--- src/rtl/irrigation_timer_bcd_pkg.sv ---
// Shared codes, FSM encoding and BCD preset table for the irrigation countdown timer.
package irrigation_timer_pkg;

  localparam logic [1:0] STATE_IDLE       = 2'b00;
  localparam logic [1:0] STATE_VALVE_OPEN = 2'b01;
  localparam logic [1:0] STATE_IRRIGATE   = 2'b10;
  localparam logic [1:0] STATE_DRAIN      = 2'b11;

  localparam logic [1:0] TYPE_SPRINKLER = 2'b00;
  localparam logic [1:0] TYPE_DRIP      = 2'b01;
  localparam logic [1:0] TYPE_MIST      = 2'b10;
  localparam logic [1:0] TYPE_NONE      = 2'b11;

  typedef enum logic [1:0] {
    FSM_IDLE   = 2'b00,
    FSM_RUN    = 2'b01,
    FSM_PAUSED = 2'b10
  } fsm_state_e;

  localparam logic [7:0] PRESET_IDLE       = 8'h00;
  localparam logic [7:0] PRESET_VALVE_OPEN = 8'h10;
  localparam logic [7:0] PRESET_SPRINKLER  = 8'h45;
  localparam logic [7:0] PRESET_DRIP       = 8'h90;
  localparam logic [7:0] PRESET_MIST       = 8'h30;
  localparam logic [7:0] PRESET_NONE       = 8'h00;
  localparam logic [7:0] PRESET_DRAIN      = 8'h05;

  function automatic logic [7:0] preset_bcd(input logic [1:0] ctrl_state,
                                            input logic [1:0] irr_type);
    logic [7:0] preset_v;
    preset_v = PRESET_NONE;
    case (ctrl_state)
      STATE_IDLE:       preset_v = PRESET_IDLE;
      STATE_VALVE_OPEN: preset_v = PRESET_VALVE_OPEN;
      STATE_IRRIGATE: begin
        case (irr_type)
          TYPE_SPRINKLER: preset_v = PRESET_SPRINKLER;
          TYPE_DRIP:      preset_v = PRESET_DRIP;
          TYPE_MIST:      preset_v = PRESET_MIST;
          TYPE_NONE:      preset_v = PRESET_NONE;
          default:        preset_v = PRESET_NONE;
        endcase
      end
      STATE_DRAIN:      preset_v = PRESET_DRAIN;
      default:          preset_v = PRESET_NONE;
    endcase
    return preset_v;
  endfunction

endpackage

--- src/rtl/irrigation_timer_bcd_digit.sv ---
// One BCD countdown digit; borrow_in requests a decrement, borrow_out ripples to the next digit.
module bcd_digit_down (
  input  logic       clk,
  input  logic       rst_n,
  input  logic       clr,
  input  logic       load,
  input  logic [3:0] load_value,
  input  logic       borrow_in,
  output logic [3:0] digit,
  output logic       borrow_out
);

  logic [3:0] digit_r;

  // Digit register: reset, clear, load, then decrement with 0 -> 9 wrap.
  always_ff @(posedge clk) begin
    if (!rst_n) begin
      digit_r <= 4'd0;
    end else if (clr) begin
      digit_r <= 4'd0;
    end else if (load) begin
      digit_r <= load_value;
    end else if (borrow_in) begin
      digit_r <= (digit_r == 4'd0) ? 4'd9 : (digit_r - 4'd1);
    end else begin
      digit_r <= digit_r;
    end
  end

  assign digit      = digit_r;
  assign borrow_out = borrow_in && (digit_r == 4'd0);

endmodule

--- src/rtl/irrigation_timer_bcd.sv ---
// BCD countdown timer for the irrigation controller, paced by a prescaler enable.
module irrigation_timer_bcd #(
  parameter int DIGITS   = 2,
  parameter int TICK_DIV = 50_000_000
) (
  input  logic                  clk,
  input  logic                  rst_n,
  input  logic [1:0]            state,
  input  logic [1:0]            irrigation_type,
  input  logic                  load,
  input  logic                  pause,
  input  logic                  abort,
  output logic [4*DIGITS-1:0]   count,
  output logic                  busy,
  output logic                  done,
  output logic                  clk_off
);
  import irrigation_timer_pkg::*;

  localparam int CW = 4 * DIGITS;
  localparam int PW = (TICK_DIV > 1) ? $clog2(TICK_DIV) : 1;

  fsm_state_e    fsm_r, fsm_nx_s;
  logic [PW-1:0] presc_r, presc_nx_s;
  logic          done_r, done_nx_s;
  logic [7:0]    preset_s;
  logic [CW-1:0] preset_ext_s;
  logic [CW-1:0] count_s;
  logic [DIGITS:0] borrow_s;
  logic          tick_s, dec_s, underflow_s, clr_s, count_is_one_s, count_zero_s;

  assign preset_s       = preset_bcd(state, irrigation_type);
  assign preset_ext_s   = CW'(preset_s);
  assign tick_s         = (fsm_r == FSM_RUN) && (presc_r == PW'(TICK_DIV - 1));
  assign dec_s          = tick_s && !abort && !load;
  assign count_is_one_s = (count_s == CW'(1));
  assign count_zero_s   = ~|count_s;
  // A decrement from zero can only come from corrupted state; clamp to zero instead of wrapping.
  assign underflow_s    = borrow_s[DIGITS];
  assign clr_s          = abort || underflow_s;
  assign borrow_s[0]    = dec_s;

  for (genvar g = 0; g < DIGITS; g++) begin : g_digit
    bcd_digit_down u_digit (
      .clk        (clk),
      .rst_n      (rst_n),
      .clr        (clr_s),
      .load       (load),
      .load_value (preset_ext_s[4*g +: 4]),
      .borrow_in  (borrow_s[g]),
      .digit      (count_s[4*g +: 4]),
      .borrow_out (borrow_s[g+1])
    );
  end

  // Next-state logic: abort over load over tick/pause transitions.
  always_comb begin
    fsm_nx_s   = fsm_r;
    presc_nx_s = presc_r;
    done_nx_s  = 1'b0;
    if (abort) begin
      fsm_nx_s   = FSM_IDLE;
      presc_nx_s = {PW{1'b0}};
    end else if (load) begin
      presc_nx_s = {PW{1'b0}};
      if (preset_s == 8'h00) begin
        fsm_nx_s = FSM_IDLE;
      end else if (pause) begin
        fsm_nx_s = FSM_PAUSED;
      end else begin
        fsm_nx_s = FSM_RUN;
      end
    end else begin
      case (fsm_r)
        FSM_IDLE: begin
          presc_nx_s = {PW{1'b0}};
        end
        FSM_RUN: begin
          if (tick_s) begin
            presc_nx_s = {PW{1'b0}};
          end else begin
            presc_nx_s = presc_r + PW'(1);
          end
          if (tick_s && (count_is_one_s || underflow_s)) begin
            fsm_nx_s  = FSM_IDLE;
            done_nx_s = count_is_one_s;
          end else if (pause) begin
            fsm_nx_s = FSM_PAUSED;
          end else begin
            fsm_nx_s = FSM_RUN;
          end
        end
        FSM_PAUSED: begin
          if (pause) begin
            fsm_nx_s = FSM_PAUSED;
          end else begin
            fsm_nx_s = FSM_RUN;
          end
        end
        default: begin
          fsm_nx_s   = FSM_IDLE;
          presc_nx_s = {PW{1'b0}};
        end
      endcase
    end
  end

  // State, prescaler and done pulse registers.
  always_ff @(posedge clk) begin
    if (!rst_n) begin
      fsm_r   <= FSM_IDLE;
      presc_r <= {PW{1'b0}};
      done_r  <= 1'b0;
    end else begin
      fsm_r   <= fsm_nx_s;
      presc_r <= presc_nx_s;
      done_r  <= done_nx_s;
    end
  end

  assign count   = count_s;
  assign busy    = (fsm_r != FSM_IDLE);
  assign done    = done_r;
  assign clk_off = count_zero_s;

endmodule

--- config.mk ---
export PLATFORM = sky130hd
export DESIGN_NAME = irrigation_timer_bcd
export DESIGN_NICKNAME = d
export VERILOG_FILES = /design/src/rtl/irrigation_timer_bcd_pkg.sv /design/src/rtl/irrigation_timer_bcd_digit.sv /design/src/rtl/irrigation_timer_bcd.sv
export SDC_FILE = /design/constraint.sdc
export NUM_CORES = 1
export LEC_CHECK = 0
export CAP_MARGIN = 25
export CORE_ASPECT_RATIO = 0.7
export CORE_MARGIN = 2
export CORE_UTILIZATION = 51
export DETAILED_ROUTE_END_ITERATION = 7
export GPL_ROUTABILITY_DRIVEN = 0
export GPL_TIMING_DRIVEN = 0
export PLACE_DENSITY_LB_ADDON = 0.1
export SETUP_SLACK_MARGIN = 0.2
export SLEW_MARGIN = 20
export SYNTH_ARGS = -nofsm -noshare
export SYNTH_HDL_FRONTEND = slang
export SYNTH_SLANG_ARGS = --single-unit
--- constraint.sdc ---
create_clock -name clk -period 1.89 [get_ports clk]
set_input_delay 0.2835 -clock clk [delete_from_list [all_inputs] [get_ports clk]]
set_output_delay 0.2835 -clock clk [all_outputs]
set_load 0.01 [all_outputs]
==> metrics.txt, run 1 <==
# TYPE chip_impl_metric gauge
chip_impl_metric{name="synth_edf_count",unit=""} 0
chip_impl_info{name="crit_chain",value="or4bb_4, nor4_4, nand4b_1, buf_6, a211oi_4, o21ai_1"} 1
chip_impl_metric{name="met3_routed_length",unit="microns"} 496
chip_impl_metric{name="finalMaxSlewViolations",unit=""} 0
chip_impl_metric{name="hold_depth",unit=""} 2
chip_impl_info{name="critical_path.reg2reg.startpoint",value="presc_r[11]"} 1
chip_impl_metric{name="floorplan.die.width",unit="microns"} 82.1
chip_impl_metric{name="max-cap-violations",unit=""} 0
chip_impl_metric{name="area_overhead_vs_synth",unit="%"} 41.6
chip_impl_info{name="synth_flop_cell",value="dfxtp_1"} 1
chip_impl_metric{name="path_buf_inv",unit=""} 1
chip_impl_info{name="synth.top_cells.by_area",value="dfxtp_1, xor2_1, nor2_1, ha_1, nand3_1"} 1
chip_impl_metric{name="synthesis.area_per_instance",unit="sq um"} 8.22
chip_impl_metric{name="synth.area.mux_share",unit="%"} 1.90
chip_impl_metric{name="totalPowerFinal",unit="uW"} 1500
chip_impl_metric{name="synth_top_area_share",unit="%"} 34.0
chip_impl_metric{name="worstPathRequired",unit="ns"} 2.07
chip_impl_info{name="cts_root_buffer_type",value="clkbuf_8"} 1
chip_impl_info{name="timing.hold.worst.start",value="fsm_r[0]"} 1
chip_impl_metric{name="timing.reg2reg.worst_path_depth",unit=""} 6
chip_impl_metric{name="globalRoute.totalOverflow",unit=""} 0
chip_impl_metric{name="die_area",unit="sq mm"} 0.00482
chip_impl_info{name="critPathCaptureType",value="flip-flop"} 1
chip_impl_metric{name="reg2reg_setup_slack",unit="ns"} -0.19
chip_impl_metric{name="instances_no_fill",unit=""} 372
chip_impl_metric{name="placement_rows",unit=""} 19
chip_impl_metric{name="totalWireLength",unit="mm"} 6.32
chip_impl_info{name="violated_checks",value="setup timing"} 1
chip_impl_info{name="holdCritPathClass",value="flip-flop to flip-flop"} 1
chip_impl_metric{name="synth-seq-cells",unit=""} 37
chip_impl_metric{name="route.detailed.wl_per_inst",unit="microns"} 17.0
chip_impl_metric{name="netlist_cell_types",unit=""} 44
chip_impl_info{name="worst_hold_path_endpoint",value="fsm_r[0]"} 1
chip_impl_metric{name="clkPwrFrac",unit="%"} 38.3
chip_impl_metric{name="met2_wirelength",unit="mm"} 2.66
chip_impl_metric{name="yosys.area_share.adder",unit="%"} 5.17
chip_impl_metric{name="antenna_found_initial",unit=""} 0
chip_impl_info{name="run_status",value="complete, but fails checks"} 1
chip_impl_info{name="layout_common_cells",value="nor2_1, dfxtp_1, nand2_1, nand3_1, buf_4"} 1
chip_impl_metric{name="drc_violations_left",unit=""} 0
chip_impl_metric{name="max_stage_delay",unit="ns"} 0.55
chip_impl_metric{name="antennaDiodeCount",unit=""} 0
chip_impl_info{name="dominant_combinational_cell_family_by_area_after_synthesis",value="simple AND/OR/NAND/NOR gates"} 1
chip_impl_info{name="timing_worst_setup_path_type",value="flip-flop to flip-flop"} 1
chip_impl_metric{name="peakVddDrop",unit="mV"} 0.493
chip_impl_metric{name="grt_usage",unit="%"} 25.7
chip_impl_metric{name="finalWorstSetupSlack",unit="ns"} -0.193
chip_impl_metric{name="fmax",unit="MHz"} 480
chip_impl_metric{name="fp.dieH",unit="microns"} 58.7
chip_impl_metric{name="via_count_of_the_first_global_routing_pass",unit=""} 1866
chip_impl_metric{name="setup_viol_count_final",unit=""} 37
chip_impl_info{name="top_layer",value="met4"} 1
chip_impl_info{name="r2r-end",value="fsm_r[0]"} 1
chip_impl_metric{name="internal-power",unit="uW"} 1140
chip_impl_metric{name="drive_gt1_share",unit="%"} 35.0
chip_impl_metric{name="total_of_fill_cells_in_the_finished_design",unit=""} 275
chip_impl_metric{name="dp_hpwl",unit="mm"} 3.82
chip_impl_metric{name="timing.critical_path.fanout_max",unit=""} 6
chip_impl_metric{name="synth-xor-area-share",unit="%"} 8.44
chip_impl_metric{name="placedCellCount",unit=""} 336
chip_impl_metric{name="synth_sequential_area_ratio",unit="%"} 34.0
chip_impl_metric{name="holdBufCountCts",unit=""} 0
chip_impl_metric{name="synth_compound_gate_area_share",unit="%"} 12.6
chip_impl_info{name="unrepaired_setup_endpoints_after_global_routing",value="yes"} 1
chip_impl_metric{name="m1WireLength",unit="mm"} 3.09
chip_impl_metric{name="cts-htree-levels",unit=""} 2
chip_impl_metric{name="finalHoldViolCount",unit=""} 0
chip_impl_metric{name="yosysWarnings",unit=""} 0
chip_impl_metric{name="switching_power",unit="uW"} 368
chip_impl_metric{name="grt_pass1_wl",unit="mm"} 9.29
chip_impl_metric{name="ioPinCount",unit=""} 20
chip_impl_metric{name="floorplan.initialDensity",unit="%"} 54.2
chip_impl_metric{name="numClockSinks",unit=""} 37
chip_impl_metric{name="switching_part_of_the_total",unit="%"} 24.5
chip_impl_metric{name="route.detailed.vias_per_inst",unit=""} 5.97
chip_impl_metric{name="placement.io_buffers",unit=""} 19
chip_impl_metric{name="power_density",unit="mW/mm^2"} 487
chip_impl_info{name="yosysTopAreaCell",value="dfxtp_1"} 1
chip_impl_metric{name="floorplan.core_area",unit="sq mm"} 0.00402
chip_impl_metric{name="drt_pre_antenna_iters",unit=""} 5
chip_impl_metric{name="worst_setup_hold_path_clk_slew",unit="ns"} 0.07
chip_impl_info{name="cts_tree",value="done"} 1
chip_impl_metric{name="synth_nets",unit=""} 283
chip_impl_metric{name="clk_latency",unit="ns"} 0.30
chip_impl_metric{name="synth_simple_gate_area_share",unit="%"} 33.9
chip_impl_metric{name="finalCriticalPeriod",unit="ns"} 2.08
chip_impl_metric{name="fin_skew",unit="ns"} 0.00488
chip_impl_metric{name="hold-worst-slack",unit="ns"} 0.495
chip_impl_metric{name="num-nets-final",unit=""} 338
chip_impl_metric{name="netlist_area",unit="sq mm"} 0.00218
chip_impl_metric{name="finalCritPeriodShare",unit="%"} 110
chip_impl_info{name="crit_slowest_cell",value="or4bb_4"} 1
chip_impl_metric{name="cts_inserted_buffers",unit=""} 5
chip_impl_metric{name="timing.setup.tns",unit="ns"} -5.01
chip_impl_metric{name="pwr-share-seq",unit="%"} 51.9
chip_impl_metric{name="timing.max_slew.rel_slack",unit="%"} 56.4
chip_impl_metric{name="detail-route-antenna-nets",unit=""} 0
chip_impl_metric{name="syn_inst",unit=""} 265
chip_impl_metric{name="crit_arrival",unit="ns"} 2.26
chip_impl_metric{name="max-clock-path-buffers",unit=""} 2
chip_impl_metric{name="tightestPinTransition",unit="ns"} 0.647
chip_impl_info{name="startpoint_type",value="flip-flop"} 1
chip_impl_metric{name="drtIter0Drc",unit=""} 271
chip_impl_metric{name="power_frac_comb",unit="%"} 9.8
chip_impl_info{name="cell_class_contributing_the_biggest_share_of_worst_path_delay",value="simple AND/OR/NAND/NOR gates"} 1
chip_impl_metric{name="synth-async-reset-ratio",unit="%"} 0
chip_impl_metric{name="leakage",unit="uW"} 0.00116
chip_impl_metric{name="dr_total_vias",unit=""} 2219
chip_impl_metric{name="pin_count_of_the_biggest_net_entering_global_routing",unit=""} 11
-- synth_stat cells (all sizes together) (6+ instances only) --
library cell,number
dfxtp,37
xor2,17
nor2,39
o21ai,10
nor4,7
ha,9
nand4,12
nand2,21
nor3,6
nand3,19
inv,13
a21oi,13
-- registers in the layout, summed over array words and instances (netlist names) --
signal                 cells
done                       1
fsm_r                      2
presc_r                   26
g_digit.u_digit.digit      8
-- cells by family after synthesis --
logic type / after synthesis
and+or+nand+nor: 134
muxes: 4
AOI/OAI and AO/OA: 41
adders and majority gates: 9
xor gates and xnor gates: 21
buffers and inverters: 19
DFF: 37
-- how the worst max path moves through the flow --
stage          slack (ns)                        start                           to  cells past startpoint
2_1_floorplan      -0.007                   presc_r[9]  g_digit[0].u_digit.digit[0]                      6
3_3_place_gp        -0.35  g_digit[0].u_digit.digit[0]                      clk_off                      6
3_5_place_dp        -0.35  g_digit[0].u_digit.digit[0]                      clk_off                      6
4_1_cts             -0.16                   presc_r[9]  g_digit[0].u_digit.digit[0]                      8
5_1_grt             -0.23                  presc_r[11]                     fsm_r[1]                      6
6_report            -0.19                  presc_r[11]                     fsm_r[0]                      6
-- per-stage QoR --
stage / utilization [%] / worst slack (ns) / instance area (sq um)
5_1_grt: 76.8 / -0.234 / 3080
3_5_place_dp: 61.6 / -0.354 / 2470
2_1_floorplan: - / -0.00727 / 2220
4_1_cts: 69.4 / -0.160 / 2790
3_3_place_gp: 61.6 / -0.355 / 2470
6_report: 76.8 / -0.193 / 3080
-- what timing repair did --
action                     CTS  global route
hold endpoints to repair     0             0
setup endpoints to repair   39            39
setup buffers               13            14
pin swaps                   11            19
gates resized for setup     38            56
gates cloned                 1             1
-- area by class of cell --
type | count | area, sq um | share of cell area (%)
well taps | 52 | 65.1 | 2.11
repair buffers | 48 | 449 | 14.6
plain buffers | 6 | 46.3 | 1.50
flip-flops and latches | 37 | 772 | 25.0
multi-input cells | 209 | 1610 | 52.3
clock buffers | 7 | 86.3 | 2.80
inverters | 13 | 53.8 | 1.74
-- worst register-to-register path, cell delays in order, from the launching register on --
cell	delay [ns]
dfxtp_4	0.36
or4bb_4	0.55
nor4_4	0.36
nand4b_1	0.17
buf_6	0.17
a211oi_4	0.25
o21ai_1	0.10
-- power groups by stage --
stage / clock network (uW) / registers, uW / logic (uW)
final: 576 / 780 / 148
after global routing: 601 / 780 / 158
after CTS: 571 / 786 / 130
after detailed placement: 0 / 806 / 114
after global placement: 0 / 805 / 113
after floorplan: 0 / 806 / 63.7
-- metal layers --
metal | track usage (%) | vias to the layer above
met4 | 7.86 | 0
li1 | - | 1060
met1 | 40.0 | 1043
met2 | 34.7 | 104
met5 | 0 | -
met3 | 6.13 | 12
Note: power is estimated with default switching activity, not from simulation.
==> run 2, diff against run 1 <==
--- a/config.mk
+++ b/config.mk
@@ -14,7 +14,7 @@
 export GPL_TIMING_DRIVEN = 0
 export PLACE_DENSITY_LB_ADDON = 0.1
 export SETUP_SLACK_MARGIN = 0.2
-export SLEW_MARGIN = 20
+export SLEW_MARGIN = 0
 export SYNTH_ARGS = -nofsm -noshare
 export SYNTH_HDL_FRONTEND = slang
 export SYNTH_SLANG_ARGS = --single-unit
==> results of run 2 <==
Final layout, timing and power as in run 1 (identical DEF).
==> RTL change: new RTL, config.mk and constraints of run 1 <==
Reset style: asynchronous (`rst_n`), changed in 2 clocked blocks.
--- a/src/rtl/irrigation_timer_bcd_digit.sv
+++ b/src/rtl/irrigation_timer_bcd_digit.sv
@@ -14,5 +14,5 @@
 
   // Digit register: reset, clear, load, then decrement with 0 -> 9 wrap.
-  always_ff @(posedge clk) begin
+  always_ff @(posedge clk or negedge rst_n) begin
     if (!rst_n) begin
       digit_r <= 4'd0;
--- a/src/rtl/irrigation_timer_bcd.sv
+++ b/src/rtl/irrigation_timer_bcd.sv
@@ -107,5 +107,5 @@
 
   // State, prescaler and done pulse registers.
-  always_ff @(posedge clk) begin
+  always_ff @(posedge clk or negedge rst_n) begin
     if (!rst_n) begin
       fsm_r   <= FSM_IDLE;
Function: differs if rst_n is asserted again (counterexample within 4 cycles, from zero or initial values and one cycle with rst_n low); with rst_n held inactive, the same outputs for 10 cycles.
==> RTL change against run 1 <==
  * The run still ends with setup timing left
  * Global-route usage rose by 0.71 points
  * Sequential share of layout area grew 3.3 points
  * Final area is 6.7% higher
  * Clock power up 44%
  * Synthesized cell count fell by 3.4%
  * Wire length fell by 0.65%
  * Die area up 6.5%
  * Total power rose by 25%
  * Sequential cell count stayed put
  * Setup slack gained 140 ps
  * Count of clock-buffer cells in the layout fell by 2
  * Synthesized area grew 7.0%
  * Via count fell by 1.3%
  * Largest cell class unchanged
==> RTL change: results (changes against run 1) <==
status finished, violations left; violated checks setup timing; Leakage 1.34 nW (+16%); Min Hold Slack 453 ps (-42.0 ps); Cell variety after synth 49 (+11%); Hold EP g_digit[1].u_digit.digit[0]; TNS Setup -743 ps (+4270 ps); synthesized net count 275 (-2.8%); multi-input gate count 200 (-4.3%); NonClk Buf Share 0.160 (-0.000193); post-placement cell count 330 (-1.8%); post-synth top area share 0.397 (+0.0574); Worst setup endpoint presc_r[17]; CORE AREA 4350 sq um (+8.4%); Setup Skew 6.09 ps (+1.21 ps); Placed Area 2620 sq um (+6.0%); maximum VDD drop 0.722 mV (+46%); Vias 2190 (-1.3%); pin count of the biggest net entering global routing 22 (+11); post-CTS sizing 81 (+110%); sequential area share after synthesis 0.397 (+0.0574); count of plain and timing-repair buffers 61 (+13%); Int Power 0.00144 W (+26%); Final WS setup -51.6 ps (+141 ps); crit-path max cell delay 400 ps (-150 ps); first-pass GRT wire length 10500 um (+14%); reg2reg path depth 9 (+3); Post-synth top cells nor2_1 (38), dfrtp_1 (37), nand2_1 (20); Slowest-stage cell, CP dfrtp_1; Syn Area/Cell 9.10 sq um (+11%); multi-input combinational area share 0.483 (-0.0392); Worst-Margin Slew 667 ps (+20.0 ps); clock-net power 0.000827 W (+44%); post-CTS setup buffers 25 (+12); # port buffers 18 (-1); Comb pwr share 0.128 (+0.030); DRT iter0 DRCs 248 (-8.5%); vias in the first global route 2079 (+11%); final setup vio count 29 (-22%); ys flop type dfrtp_1; Critical Path Start fsm_r[1]; critical-path maximum fanout 5 (-1); worst hold path type input port to flop; pre-CTS setup slack -378 ps (-24.2 ps); clock network area share 0.0407 (+0.0127); synth top area cells dfrtp_1 (40%), nor2_1 (6.1%), ha_1 (5.4%), xor2_1 (5.3%), nand2_1 (3.2%); post-DP HPWL 3930 um (+2.8%); Fill cells 281 (+2.2%); CLK BUF 5 (-2); non-filler cells, final 371 (-0.27%)
-- RTL change: worst register-to-register path: stages (launching register included) --
cell and delay (ps):
dfrtp_1 400, inv_2 80, ha_4 130, nor3b_4 270
buf_4 190, and4b_1 230, a21oi_2 80, o21ai_4 220
buf_6 190, nor2_1 50
-- RTL change: metal layers --
| metal | global-route usage | wire length (um) |
|---|---|---|
| met1 | 0.401 | 3010 |
| met2 | 0.387 | 2760 |
| met3 | 0.0707 | 477 |
| met4 | 0.0476 | 42 |
| met5 | 0 | 0 |
-- RTL change: cell families (layout without fill, tap and decap cells) --
kind of cell | count (synthesis) | in the layout | share of synthesized area
AO/OA/AOI/OAI | 38 | 38 | 0.106
XOR/XNOR | 22 | 22 | 0.0827
adder cells (fa/ha/maj) | 10 | 10 | 0.0537
buffers and inverters | 19 | 79 | 0.0354
flip-flops | 37 | 37 | 0.397
multiplexers | 3 | 3 | 0.0129
AND/OR/NAND/NOR | 127 | 127 | 0.312
